[src/rtl/ControllerDefs.sv]
// Shared NAND flash controller definitions: bus widths, host command codes and
// the command scheduler's state and error encodings.
package ControllerDefs;

    localparam int unsigned AddressWidth = 16;
    localparam int unsigned CommandWidth = 3;

    localparam logic [CommandWidth-1:0] host_erase        = 3'd0;
    localparam logic [CommandWidth-1:0] host_program_page = 3'd1;
    localparam logic [CommandWidth-1:0] host_page_read    = 3'd2;

    typedef enum logic [1:0] {
        Sched_Idle,
        Sched_Issue,
        Sched_Wait,
        Sched_Respond
    } sched_states_t;

    localparam logic [1:0] err_none    = 2'd0;
    localparam logic [1:0] err_illegal = 2'd1;
    localparam logic [1:0] err_timeout = 2'd2;

    function automatic logic is_legal_cmd(input logic [CommandWidth-1:0] c);
        return (c == host_erase) || (c == host_program_page) || (c == host_page_read);
    endfunction

endpackage

[src/rtl/rr_arbiter.sv]
// Combinational round-robin pick: first asserted request strictly after
// last_grant, wrapping modulo NumReq.
module rr_arbiter #(
    parameter int unsigned NumReq = 4
) (
    input  logic [NumReq-1:0]         req,
    input  logic [$clog2(NumReq)-1:0] last_grant,
    output logic [$clog2(NumReq)-1:0] grant,
    output logic                      any_req
);

    localparam int unsigned IdxW = $clog2(NumReq);

    int              idx;
    logic [IdxW-1:0] sel;

    always_comb begin
        grant   = '0;
        any_req = 1'b0;
        idx     = 0;
        sel     = '0;
        for (int off = 1; off <= int'(NumReq); off++) begin
            idx = int'(last_grant) + off;
            if (idx >= int'(NumReq)) begin
                idx = idx - int'(NumReq);
            end
            sel = idx[IdxW-1:0];
            if (!any_req && req[sel]) begin
                any_req = 1'b1;
                grant   = sel;
            end
        end
    end

endmodule

[src/rtl/nfc_cmd_scheduler.sv]
// Round-robin command scheduler: grants one requester at a time, issues its
// command to the NAND controller and returns ack/error after completion or timeout.
module nfc_cmd_scheduler
    import ControllerDefs::*;
#(
    parameter int unsigned NumReq        = 4,
    parameter int unsigned TimeoutCycles = 1024
) (
    input  logic                           clk,
    input  logic                           rst,
    input  logic [NumReq-1:0]              req,
    input  logic [NumReq*CommandWidth-1:0] cmd_in,
    input  logic [NumReq*AddressWidth-1:0] addr_in,
    output logic [NumReq-1:0]              ack,
    output logic                           err,
    output logic [1:0]                     err_code,
    output logic [$clog2(NumReq)-1:0]      grant_id,
    output logic                           busy,
    output logic                           nfc_start,
    output logic [CommandWidth-1:0]        nfc_command,
    output logic [AddressWidth-1:0]        nfc_rwa,
    input  logic                           nfc_done,
    output logic                           nfc_abort
);

    localparam int unsigned IdxW = $clog2(NumReq);
    localparam int unsigned CntW = $clog2(TimeoutCycles);
    localparam logic [CntW-1:0] CntLast = CntW'(TimeoutCycles - 1);

    sched_states_t     state_q, state_d;
    logic [IdxW-1:0]   last_grant_q, last_grant_d;
    logic [IdxW-1:0]   grant_q, grant_d;
    logic [CommandWidth-1:0] cmd_q, cmd_d;
    logic [AddressWidth-1:0] addr_q, addr_d;
    logic [CntW-1:0]   cnt_q, cnt_d;
    logic              abort_q, abort_d;
    logic [1:0]        code_q, code_d;

    logic [IdxW-1:0]   arb_grant;
    logic              arb_any;

    logic [CommandWidth-1:0] cmd_arr  [NumReq];
    logic [AddressWidth-1:0] addr_arr [NumReq];

    for (genvar i = 0; i < int'(NumReq); i++) begin : g_unpack
        assign cmd_arr[i]  = cmd_in[i*CommandWidth +: CommandWidth];
        assign addr_arr[i] = addr_in[i*AddressWidth +: AddressWidth];
    end

    rr_arbiter #(
        .NumReq (NumReq)
    ) u_arb (
        .req        (req),
        .last_grant (last_grant_q),
        .grant      (arb_grant),
        .any_req    (arb_any)
    );

    always_ff @(posedge clk) begin
        if (rst) begin
            state_q      <= Sched_Idle;
            last_grant_q <= IdxW'(NumReq - 1);
            grant_q      <= '0;
            cmd_q        <= '0;
            addr_q       <= '0;
            cnt_q        <= '0;
            abort_q      <= 1'b0;
            code_q       <= err_none;
        end else begin
            state_q      <= state_d;
            last_grant_q <= last_grant_d;
            grant_q      <= grant_d;
            cmd_q        <= cmd_d;
            addr_q       <= addr_d;
            cnt_q        <= cnt_d;
            abort_q      <= abort_d;
            code_q       <= code_d;
        end
    end

    always_comb begin
        state_d      = state_q;
        last_grant_d = last_grant_q;
        grant_d      = grant_q;
        cmd_d        = cmd_q;
        addr_d       = addr_q;
        cnt_d        = cnt_q;
        abort_d      = 1'b0;
        code_d       = code_q;
        unique case (state_q)
            Sched_Idle: begin
                if (arb_any) begin
                    grant_d = arb_grant;
                    if (is_legal_cmd(cmd_arr[arb_grant])) begin
                        cmd_d   = cmd_arr[arb_grant];
                        addr_d  = addr_arr[arb_grant];
                        code_d  = err_none;
                        state_d = Sched_Issue;
                    end else begin
                        // Illegal commands never reach the controller bus.
                        code_d  = err_illegal;
                        state_d = Sched_Respond;
                    end
                end
            end
            Sched_Issue: begin
                cnt_d   = '0;
                state_d = Sched_Wait;
            end
            Sched_Wait: begin
                if (abort_q) begin
                    code_d  = err_timeout;
                    state_d = Sched_Respond;
                end else if (nfc_done) begin
                    // Completion on the last watchdog cycle still counts as success.
                    code_d  = err_none;
                    state_d = Sched_Respond;
                end else if (cnt_q == CntLast) begin
                    abort_d = 1'b1;
                end else begin
                    cnt_d = cnt_q + 1'b1;
                end
            end
            Sched_Respond: begin
                last_grant_d = grant_q;
                state_d      = Sched_Idle;
            end
            default: state_d = Sched_Idle;
        endcase
    end

    always_comb begin
        ack = '0;
        if (state_q == Sched_Respond) begin
            ack[grant_q] = 1'b1;
        end
    end

    assign err         = (state_q == Sched_Respond) && (code_q != err_none);
    assign err_code    = (state_q == Sched_Respond) ? code_q : err_none;
    assign grant_id    = grant_q;
    assign busy        = (state_q != Sched_Idle);
    assign nfc_start   = (state_q == Sched_Issue);
    assign nfc_command = cmd_q;
    assign nfc_rwa     = addr_q;
    assign nfc_abort   = abort_q;

endmodule

[config.mk]
export PLATFORM = sky130hd
export DESIGN_NAME = nfc_cmd_scheduler
export DESIGN_NICKNAME = d
export VERILOG_FILES = /design/src/rtl/ControllerDefs.sv /design/src/rtl/rr_arbiter.sv /design/src/rtl/nfc_cmd_scheduler.sv
export SDC_FILE = /design/constraint.sdc
export NUM_CORES = 1
export LEC_CHECK = 0
export ABC_AREA = 1
export CAP_MARGIN = 25
export CORE_UTILIZATION = 47
export DETAILED_ROUTE_END_ITERATION = 12
export PLACE_DENSITY = 0.92
export SYNTH_ARGS = -nofsm -noshare
export SYNTH_HDL_FRONTEND = slang
export SYNTH_SLANG_ARGS = --single-unit
[constraint.sdc]
create_clock -name clk -period 3 [get_ports clk]
set_input_delay 0.6 -clock clk [delete_from_list [all_inputs] [get_ports clk]]
set_output_delay 0.6 -clock clk [all_outputs]
set_load 0.01 [all_outputs]
# After elaboration in Yosys (flattened, before gate mapping)
# Cells that the tools add are included.
# op_classes
bitwise	2
eq_ne	11
order_cmp	11
shifts	0
muxes	45
n_div	0
mul	0
n_addsub	9
reduce_logical	22
# ops
operator	n
$bmux W16 S2	1
$mux W16	2
$mux W2	16
$mux W10	3
$pmux W10 S2	1
$lt A2 B3 Y1 const B	5
$ge A3 B3 Y1 const B	4
$mux W1	11
$add A10 B1 Y10 const B	1
$eq A10 B10 Y1 const B	1
$bmux W1 S2	4
$ne A2 B2 Y1 const B	4
$pmux W2 S4	1
$reduce_bool A2 Y1	4
$sub A2 B1 Y2 const B	4
$add A2 B2 Y3 const B	2
$bmux W3 S2	1
$mux W3	2
$reduce_and A3 Y1	2
$logic_and A1 B1 Y1	5
$add A2 B3 Y4 const B	1
$eq A2 B2 Y1 const B	2
$ge A4 B3 Y1 const B	1
$mux W4	1
17 further kinds	21
# word_totals
latch_bits	0
wordCells	108
romBits	0
mem_bits_rw	0
ff_bits	38
mem_count	0

# Longest topological paths before layout
# Gate-level depths: netlist of run 1.
# logic_depth
depth_word	25
mapped_depth	19
mapped_depth_nobuf	17

# Hierarchy
# A second synthesis of run 1 with hierarchy kept.
# unflattened
hier_cells	528
area_unflattened_um2	3004.1
# by_module_without_submodules
module	area_each_um2	instances	seq_area_each_um2	cells_each
nfc_cmd_scheduler	2732.6	1	760.7	476
rr_arbiter	271.5	1	0.0	52

# Least setup slack after synthesis of run 1
# Ideal clock, no wire load.
# synth_timing
path_kind	in2reg
start	input port req[2]
end	register addr_q[6] (netlist: nfc_rwa[6])
t_arrival_ps	1995
slack_ps	892
setup_ps	113
cell_stages	14
cell_sequence	inv_1 -> nand2_2 -> nand2_1 -> nor2_2 -> nor2_1 -> nand3_4 -> buf_4 -> nand3_2 -> nand3_2 -> nand2_4 -> nand3_4 -> buf_6 -> nor2_1 -> nor2_1
# synth_between
elab_chain_len	20
elab_cells_between_ends	35
# synth_lines
element	line	source
start: declaration	nfc_cmd_scheduler.sv:11	input logic [NumReq-1:0] req,
$bmux W1 S2	rr_arbiter.sv:28	if (!any_req && req[sel]) begin
$mux W1 (not written as such)	rr_arbiter.sv:28	
$mux W1	rr_arbiter.sv:28	
$logic_not A1 Y1	rr_arbiter.sv:28	
$logic_and A1 B1 Y1	rr_arbiter.sv:28	
$mux W1	rr_arbiter.sv:28	
$logic_not A1 Y1	rr_arbiter.sv:28	
$logic_and A1 B1 Y1	rr_arbiter.sv:28	
[2 not listed]	--	
$logic_and A1 B1 Y1	rr_arbiter.sv:28	
$mux W2	rr_arbiter.sv:28	
$not A2 Y3 (not written as such)	nfc_cmd_scheduler.sv:94, nfc_cmd_scheduler.sv:96	
$bmux W3 S2	nfc_cmd_scheduler.sv:94	if (is_legal_cmd(cmd_arr[arb_grant])) begin
$mux W3 (not written as such) (2 in series)	nfc_cmd_scheduler.sv:94	
$eq A3 B1 Y1 or $logic_not A3 Y1 (tied branches)	ControllerDefs.sv:24	return (c == host_erase) || (c == host_program_page) || (c == host_page_read);
$logic_or A1 B1 Y1 (2 in series)	ControllerDefs.sv:24	
$reduce_and A3 Y1 (no line)	--	
end signal: assignment	nfc_cmd_scheduler.sv:74	addr_q <= addr_d;
end: declaration	nfc_cmd_scheduler.sv:34	logic [AddressWidth-1:0] addr_q, addr_d;
# Several ways; a longest one is shown, not always the timed one. The select of a mux whose other input is x is not followed.
# A chain may end at the register's enable or synchronous reset.

# Final worst setup path of run 1
# layout_timing
start	input port req[2]
end	register addr_q[11] (netlist: nfc_rwa[11])
# Same word-level chain as after synthesis.

==> results.cfg, run 1 <==
[synthesis]
ys_seq_area_frac = 0.277
synth_edf_count = 0
synth_area_leaders = dfxtp_1 28%, nand2_1 14%, inv_1 9.1%
synth.most_common_cell = nand2_1
synth_top_area_share = 0.277
synth_area_per_cell_um2 = 6.28
synth_nets = 527
synthFlopType = dfxtp_1
syn_inst = 438
postSynth.asyncResetShare = 0
syn-cell-area_um2 = 2750
ys_warn_count = 0
yosysUniqueCellTypes = 33
synth_top_cell_by_area = dfxtp_1
synth_commonest_cells = 99 x nand2_1, 67 x inv_1, 61 x nor2_1, 48 x a21oi_1, 38 x dfxtp_1
ys_ff_latch = 38

[placement]
post-place-ws_ps = 83.0
dp.final_hpwl_um = 6400
routabilityCongestion = 0.837
portBuffers = 113

[floorplan]
die_area_um2 = 6160
fp-row-count = 27
core-area_um2 = 5570
pin_count = 114
die_x_um = 78.5
initial_core_util = 0.493
die_h_um = 78.5

[setup_path]
worst_setup_path_end_kind = flip-flop
r2r_end = nfc_rwa[11]
crit_end = nfc_rwa[11]
worstReg2RegStart = last_grant_q[0]
r2r_cells = 13
startpoint = req[2]
required_ps = 3190
path_class = input pin to flip-flop
rrSetupSlack_ps = 460
start_kind = input pin
critPathMaxFanout = 35
crit_arrival_ps = 2850

[grt]
grt_pass1_wl_um = 13300
track_usage = 0.275
grt_max_degree = 49
grt-ovfl-total = 0
antenna_found_initial = 0
grt_pass1_vias = 3037

[timing]
min_period_ps = 2670
drv_slew = 0
fmax_ghz = 0.375
worstMarginPinSlew_ps = 462
setup-violations-final = 0
rsz0062_at_grt = false
postLayoutSetupSlackWorst_ps = 333
skew_ps = 9.02
period_share = 0.889
finalSetupTns_ps = 0
max-slew-margin-rel = 0.690
hold_viol = 0

[clock_tree]
cts-root-buf = clkbuf_8
clk_pin_slew_ps = 80
numCtsBuffers = 5
postCtsSetupBuffers = 0
ctsHoldBuffers = 0
cts_resized = 0
insertion_delay_ps = 290
clk_path_buf_depth = 2
htreeDepth = 2
cts.sinks = 38
cts_tree = yes

[run]
max_cap_viol_count = 0

[routing]
num_vias = 3179
vias_per_cell = 5.14
drt_pass1_iterations = 4
drt_iter0_drc = 148
drcViolationCount = 0
wl_per_cell_um = 13.5
drt-total-wl_um = 8390
ant_nets = 0

[power_and_ir_drop]
power_density_nw_per_um2 = 893
p_leak_nw = 1.87
p_total_w = 0.00360
vdd_drop_max_uv = 579

[run_status]
status = completed

[layout]
area_delta_synth_final_pct = 46.7
drive_gt1_frac = 0.0768
layout.nets = 635
diodes = 0

[min_path]
hold_path_class = flip-flop to flip-flop
## area by class of cell
type                       instances  area [um2]
multi-input combinational        312        1590
fill                             447        1540
timing repair buffer             119        1190
sequential                        38         761
inverter                          70         270
tap                               72        90.1
clock buffer                       5        68.8
clock inverter                     3        68.8
## how the worst min path moves through the flow
| stage | startpoint | slack (ps) | to | depth (start not counted) |
|---|---|---|---|---|
| 5_1_grt | code_q[1] | 490 | code_q[1] | 2 |
| 3_3_place_gp | code_q[1] | 450 | code_q[1] | 2 |
| 4_1_cts | nfc_command[0] | 470 | nfc_command[0] | 2 |
| 2_1_floorplan | code_q[1] | 430 | code_q[1] | 2 |
| 6_report | nfc_command[0] | 470 | nfc_command[0] | 2 |
| 3_5_place_dp | nfc_command[0] | 460 | nfc_command[0] | 2 |
## kinds of logic after synthesis
kind of cell,count (synthesis),synth area share
flip-flops,38,0.277
buffers and inverters,88,0.146
AND/OR/NAND/NOR,214,0.358
adder cells (fa/ha/maj),6,0.0273
XOR/XNOR,1,0.00319
AO/OA/AOI/OAI,91,0.188
## sequential cells by signal, summed over array words and instances, names as in the netlist
register	cells
nfc_abort	1
nfc_rwa	16
nfc_command	3
code_q	2
cnt_q	10
state_q	2
last_grant_q	2
grant_id	2
## routing by layer
layer  vias to the layer above  share of wire  global-route usage  wire length [um]
met5                         -              0                   0                 0
met4                         0          0.026               0.111               220
met3                        21          0.063              0.0488               530
met2                       131           0.52               0.543              4380
met1                      1417           0.39               0.280              3250
li1                       1610              -                   -                 -
## where the power goes
group	internal [W]	total, W	switching, W
Sequential	0.000617	0.000706	0.0000896
Clock	0.000333	0.000521	0.000188
Combinational	0.000913	0.00238	0.00146
Total	0.00186	0.00360	0.00174
## stage by stage
| stage | hold slack [ps] | utilization | instance area [um2] | instances |
|---|---|---|---|---|
| 2_1_floorplan | 433 | - | 2750 | 438 |
| 3_3_place_gp | 448 | 0.699 | 3900 | 611 |
| 3_5_place_dp | 462 | 0.699 | 3900 | 611 |
| 4_1_cts | 473 | 0.724 | 4030 | 619 |
| 5_1_grt | 493 | 0.724 | 4030 | 619 |
| 6_report | 469 | 0.724 | 4030 | 619 |
## layout by cell type, fill, tap and decap left out, drive strengths merged, types with 8 or more instances in the layout
| master | count |
|---|---|
| o31ai | 17 |
| nand2 | 110 |
| inv | 70 |
| o21ai | 19 |
| nand3 | 27 |
| nor3 | 8 |
| clkdlybuf4s50 | 113 |
| a21oi | 50 |
| nor2 | 63 |
| dfxtp | 38 |
## worst max-delay path: stages
cell and delay (ps):
clkdlybuf4s50_1 480, nand2_1 60, nand2_1 150, nand2_1 80
nand2_2 110, nand2_2 80, nand2_1 80, nand2_1 70
nand2_2 150, nand3_1 100, nand3_1 100, nand2_1 90
nand2_2 130, nand3_4 290, nor2_1 220, nor2_1 60
Power figures use the tool's default switching activity.
==> run 2, diff against run 1 <==
Settings changed: CORE_ASPECT_RATIO set to 1.5.
==> run 2 against run 1 <==
- largest cell class unchanged
- register-to-register slack got worse by 150 ps
- sequential share of layout area is 0.22 points higher
- non-clock buffer count increased by 1
- critical path type unchanged
- global-route usage is 1.2 points higher
==> results.cfg, run 2 (synthesized netlist as in run 1, its figures left out) <==
[grt]
grt-ovfl-total = 0
grt_max_degree = 49
grt_pass1_vias = 3124
antenna_found_initial = 0
grt_pass1_wl_um = 13700
track_usage = 0.286

[floorplan]
core-area_um2 = 5530
die_h_um = 95.7
pin_count = 114
initial_core_util = 0.497
die_x_um = 64.5
die_area_um2 = 6170
fp-row-count = 33

[layout]
drive_gt1_frac = 0.0748
diodes = 0
layout_commonest_cell = clkdlybuf4s50_1
layout.nets = 637
mostFrequentLayoutCells = 113 x clkdlybuf4s50_1, 99 x nand2_1, 67 x inv_1
area_delta_synth_final_pct = 45.0
finalNonFillerCells = 618
largest_reg_flops = 16
fin_util = 0.721

[timing]
hold_viol = 0
min_period_ps = 2760
drv_slew = 0
fmax_ghz = 0.362
finalSetupTns_ps = 0
period_share = 0.922
worstMarginPinSlew_ps = 482
max-slew-margin-rel = 0.679
rsz0062_at_grt = false
setup-violations-final = 0
skew_ps = 4.83

[routing]
ant_nets = 0
drt_iter0_drc = 252
wl_per_cell_um = 13.9
vias_per_cell = 5.25
num_vias = 3242
drt-total-wl_um = 8570
drt_pass1_iterations = 5
drcViolationCount = 0

[power_and_ir_drop]
vdd_drop_max_uv = 591
p_leak_nw = 1.84
power_density_nw_per_um2 = 872

[setup_path]
required_ps = 3180
crit_arrival_ps = 2940
start_kind = input pin
r2r_cells = 13
startpoint = req[3]
worstReg2RegStart = last_grant_q[0]
r2r_end = nfc_rwa[6]
crit_end = nfc_rwa[6]
critPathMaxFanout = 17
worst_setup_path_end_kind = flip-flop
rrSetupSlack_ps = 310
path_class = input pin to flip-flop

[min_path]
holdPathStages = 2
min_from = nfc_command[0]
hold_path_class = flip-flop to flip-flop

[placement]
portBuffers = 113
dp.final_hpwl_um = 6620
dpl.cell_count = 610
routabilityCongestion = 0.823

[clock_tree]
cts.sinks = 38
insertion_delay_ps = 290
htreeDepth = 2
postCtsSetupBuffers = 0
clk_path_buf_depth = 2
cts_tree = yes
ctsHoldBuffers = 0
cts-root-buf = clkbuf_8
cts_resized = 0
numCtsBuffers = 5
clk_pin_slew_ps = 70

[run_status]
status = completed

[run]
max_cap_viol_count = 0
==> run 2: layout make-up <==
type,count,area [um2]
inverters,70,270
flip-flops and latches,38,761
well taps,70,87.6
fillers,471,1550
multi-input cells,313,1600
clock buffers,7,76.3
repair buffers,120,1200
==> run 2: routing by layer <==
metal  GRT usage  vias to the layer above  share of wire
met1       0.273                     1476           0.37
met2       0.581                      130           0.54
met3      0.0586                       23          0.056
met5           0                        -              0
li1            -                     1613              -
met4       0.111                        0          0.033
==> run 2: report_power, final <==
part / internal, W / switching, W / leakage, nW
sequential: 0.000617 / 0.0000866 / 0.311
clock: 0.000160 / 0.000169 / 0.0383
combinational: 0.000923 / 0.00152 / 1.49
total: 0.00170 / 0.00178 / 1.84
==> run 2: how the worst min path moves through the flow <==
stage,end
finish,nfc_command[0]
global route,nfc_command[0]
CTS,nfc_command[0]
detailed placement,nfc_command[0]
global placement,nfc_command[0]
floorplan,code_q[1]
==> run 2: stage by stage <==
stage | power, W | area, um2 | setup WS [ps] | hold slack (ps)
floorplan | 0.00244 | 2750 | 892 | 433
global placement | 0.00300 | 3900 | 182 | 435
detailed placement | 0.00308 | 3900 | -18.8 | 432
CTS | 0.00342 | 3980 | 280 | 442
global route | 0.00379 | 3990 | 19.6 | 486
finish | 0.00348 | 3990 | 235 | 441
==> run 2: critical path: stages <==
cell             delay (ps)
clkdlybuf4s50_1         410
inv_1                    60
nand2_1                  60
nand2_1                 140
nor2_2                   60
nor2_1                  240
nand3_4                 180
nand3_4                 160
nand2_1                  80
nand3_1                 100
nand2_1                 120
nand2_2                 160
nand3_2                 300
nor2_1                  200
nor2_1                   60
==> patch, RTL diff (flow settings as in run 2) <==
`addr_q` no longer has a reset.
--- a/src/rtl/nfc_cmd_scheduler.sv
+++ b/src/rtl/nfc_cmd_scheduler.sv
@@ -64,3 +64,2 @@
             cmd_q        <= '0;
-            addr_q       <= '0;
             cnt_q        <= '0;
@@ -73,3 +72,2 @@
             cmd_q        <= cmd_d;
-            addr_q       <= addr_d;
             cnt_q        <= cnt_d;
@@ -78,2 +76,6 @@
         end
+    end
+
+    always_ff @(posedge clk) begin
+        addr_q <= addr_d;
     end
Behaviour: not the same (Yosys sat finds a counterexample within 4 cycles, from zero or initial values and one cycle with rst high).
==> patch against run 2 <==
Sequential cell count unchanged; routed wire length down 13%; global-route usage decreased by 1.2 points; clock power grew 10%; worst setup slack better by 0.14 ns; hold slack improved by 0.017 ns; synthesized area down 10%; critical path depth is 1 higher; design area down 5.3%; combinational power fell by 6%; total power rose by 3.2%; non-clock buffer count unchanged; largest power group unchanged.
==> patch: results (changes against run 2) <==
The number of antenna diodes is 0 (unchanged). The final weighted congestion in routability-driven placement came out at 0.9120 (+11%). The fraction of registers with async set/reset is 0% (unchanged).

In this run the worst hold path is classified as flip-flop to flip-flop. The number of flip-flops in the largest register came out at 16 (unchanged). The worst vdd rail ir drop is 0.6800 mV (+15%). The portion of the post-synthesis area used by sequential elements is 37.30% (+9.6 points). The ratio of cells with drive above 1 in the final layout came to 10.72% (+3.2 points). The static leakage power is 1.607 nW (-13%). The number of nets at the end of the flow is 545 (-14%). The synthesized net count is 429 (-19%). The multiplexer area fraction after synthesis came out at 0% (unchanged). The maximum level of the CTS H-tree came to 2 (unchanged). The starting DRC count in detailed routing came out at 142 (-44%). The largest net degree at the start of global routing came out at 33 (-33%). The clock-pin slew on the worst setup and hold paths is 0.08 ns. The master cell of the clock root buffer is sky130_fd_sc_hd__clkbuf_8. The area share of xor/xnor cells in the synthesized design is 0% (-0.32 points). The post-place setup slack came out at 0.09738 ns (+0.1162 ns). The highest net fanout along the worst path is 16 (-1). The slowest stage cell on the critical path is sky130_fd_sc_hd__clkdlybuf4s50_1.

The worst endpoint data arrival time is 2.62 ns (-0.32 ns). The number of enable flip-flop cells after synthesis came out at 16 (+16). The number of iterations in the first detailed-routing pass is 4 (-1). The detailed-route vias per instance came to 5.221 (-0.48%).

The number of library cell types mapped by synthesis came to 29 (-12%). The number of antenna violations at the first check in global routing came out at 0 (unchanged). The cell count after synthesis came out at 340 (-22%). The total CTS buffers is 5 (unchanged). The maximum root-to-sink buffer count was 2 (unchanged). The total number of yosys warnings came out at 0 (unchanged). The compound-gate portion of the synthesized area is 18.04% (-0.79 points). By area the synthesized netlist is led by sky130_fd_sc_hd__edfxtp_1 19%, sky130_fd_sc_hd__dfxtp_1 18%, sky130_fd_sc_hd__nand2_1 14%, sky130_fd_sc_hd__a21oi_1 9.1%, sky130_fd_sc_hd__inv_1 6.1%. The wire length of the first global-routing pass is 11520 microns (-16%). The post-CTS setup buffer count came to 0 (unchanged). The global-route usage over all layers came out at 27.48% (-1.2 points). The stage delay of the slowest cell on the critical path is 0.48 ns (+0.07 ns). The routed wirelength normalized by instance count came out at 14.19 microns (+2.3%). The main flop type after synthesis is sky130_fd_sc_hd__dfxtp_1. The cell count after placement came out at 517 (-15%). The insertion delay to the later sink of the worst-skew pair is 0.29 ns (about the same). The cell area after placement came out at 0.003681 sq mm (-5.6%). The via count was 2741 (-15%).

Counting instances in the post-synthesis netlist gives the leading cell types as 95 x sky130_fd_sc_hd__nand2_1, 45 x sky130_fd_sc_hd__a21oi_1, 40 x sky130_fd_sc_hd__inv_1. The half-perimeter wire length of the detailed placement result came to 5968 microns (-9.8%). The adder and majority cell fraction of the synthesized area is 3.041% (+0.31 points).

The count of port buffers added during placement came out at 113 (unchanged). The run finished with clean final reports. The worst slew margin relative to its limit came out at 70.27% (+2.4 points).

The post-CTS resize count came to 0 (unchanged). The setup skew after layout is 0.004406 ns (-0.0004218 ns).
## patch: changes by cell type after synthesis, sizes merged, moves of 9 or more
cell | run 2 | this run
nor2 | 63 | 17
o31ai | 17 | 0
edfxtp | 0 | 16
o21ai | 19 | 6
inv | 70 | 46
dfxtp | 38 | 22
nand3 | 27 | 18
a22oi | 0 | 16
## patch: where the power goes
| group | total, W | switching, W | internal [W] |
|---|---|---|---|
| Clock | 0.000362 | 0.000178 | 0.000185 |
| Combinational | 0.00230 | 0.00134 | 0.000956 |
| Sequential | 0.000929 | 0.000102 | 0.000827 |
| Total | 0.00359 | 0.00162 | 0.00197 |
## patch: path summary, 6_finish.rpt
check / startpoint / to / slack, ns / cells past startpoint
setup / recovery: req[3] / nfc_rwa[0]$_DFFE_PP_ / 0.38 / 16
hold / removal: cnt_q[4]$_SDFFE_PP0P_ / cnt_q[4]$_SDFFE_PP0P_ / 0.46 / 2
setup reg to reg: last_grant_q[0]$_SDFFE_PP1P_ / nfc_rwa[0]$_DFFE_PP_ / 0.50 / 15
hold reg to reg: cnt_q[4]$_SDFFE_PP0P_ / cnt_q[4]$_SDFFE_PP0P_ / 0.46 / 2
## patch: final cells by class
| type | instances | area [sq um] |
|---|---|---|
| sequential | 38 | 920.9 |
| tap | 68 | 85.08 |
| fill | 397 | 1309 |
| multi-input combinational | 245 | 1301 |
| timing repair buffer | 120 | 1196 |
| clock buffer | 6 | 82.58 |
| inverter | 46 | 177.7 |
| clock inverter | 2 | 12.51 |
## patch: layer usage
metal	routed length, microns	track usage (%)
met1	2770	27.43
met2	3864	51.90
met3	612	6.160
met4	200	9.470
met5	0	0
## patch: worst max-delay path, delay by kind of cell
| family | cells | cell delay [ns] |
|---|---|---|
| simple gates | 12 | 1.18 |
| buf+inv | 4 | 0.86 |
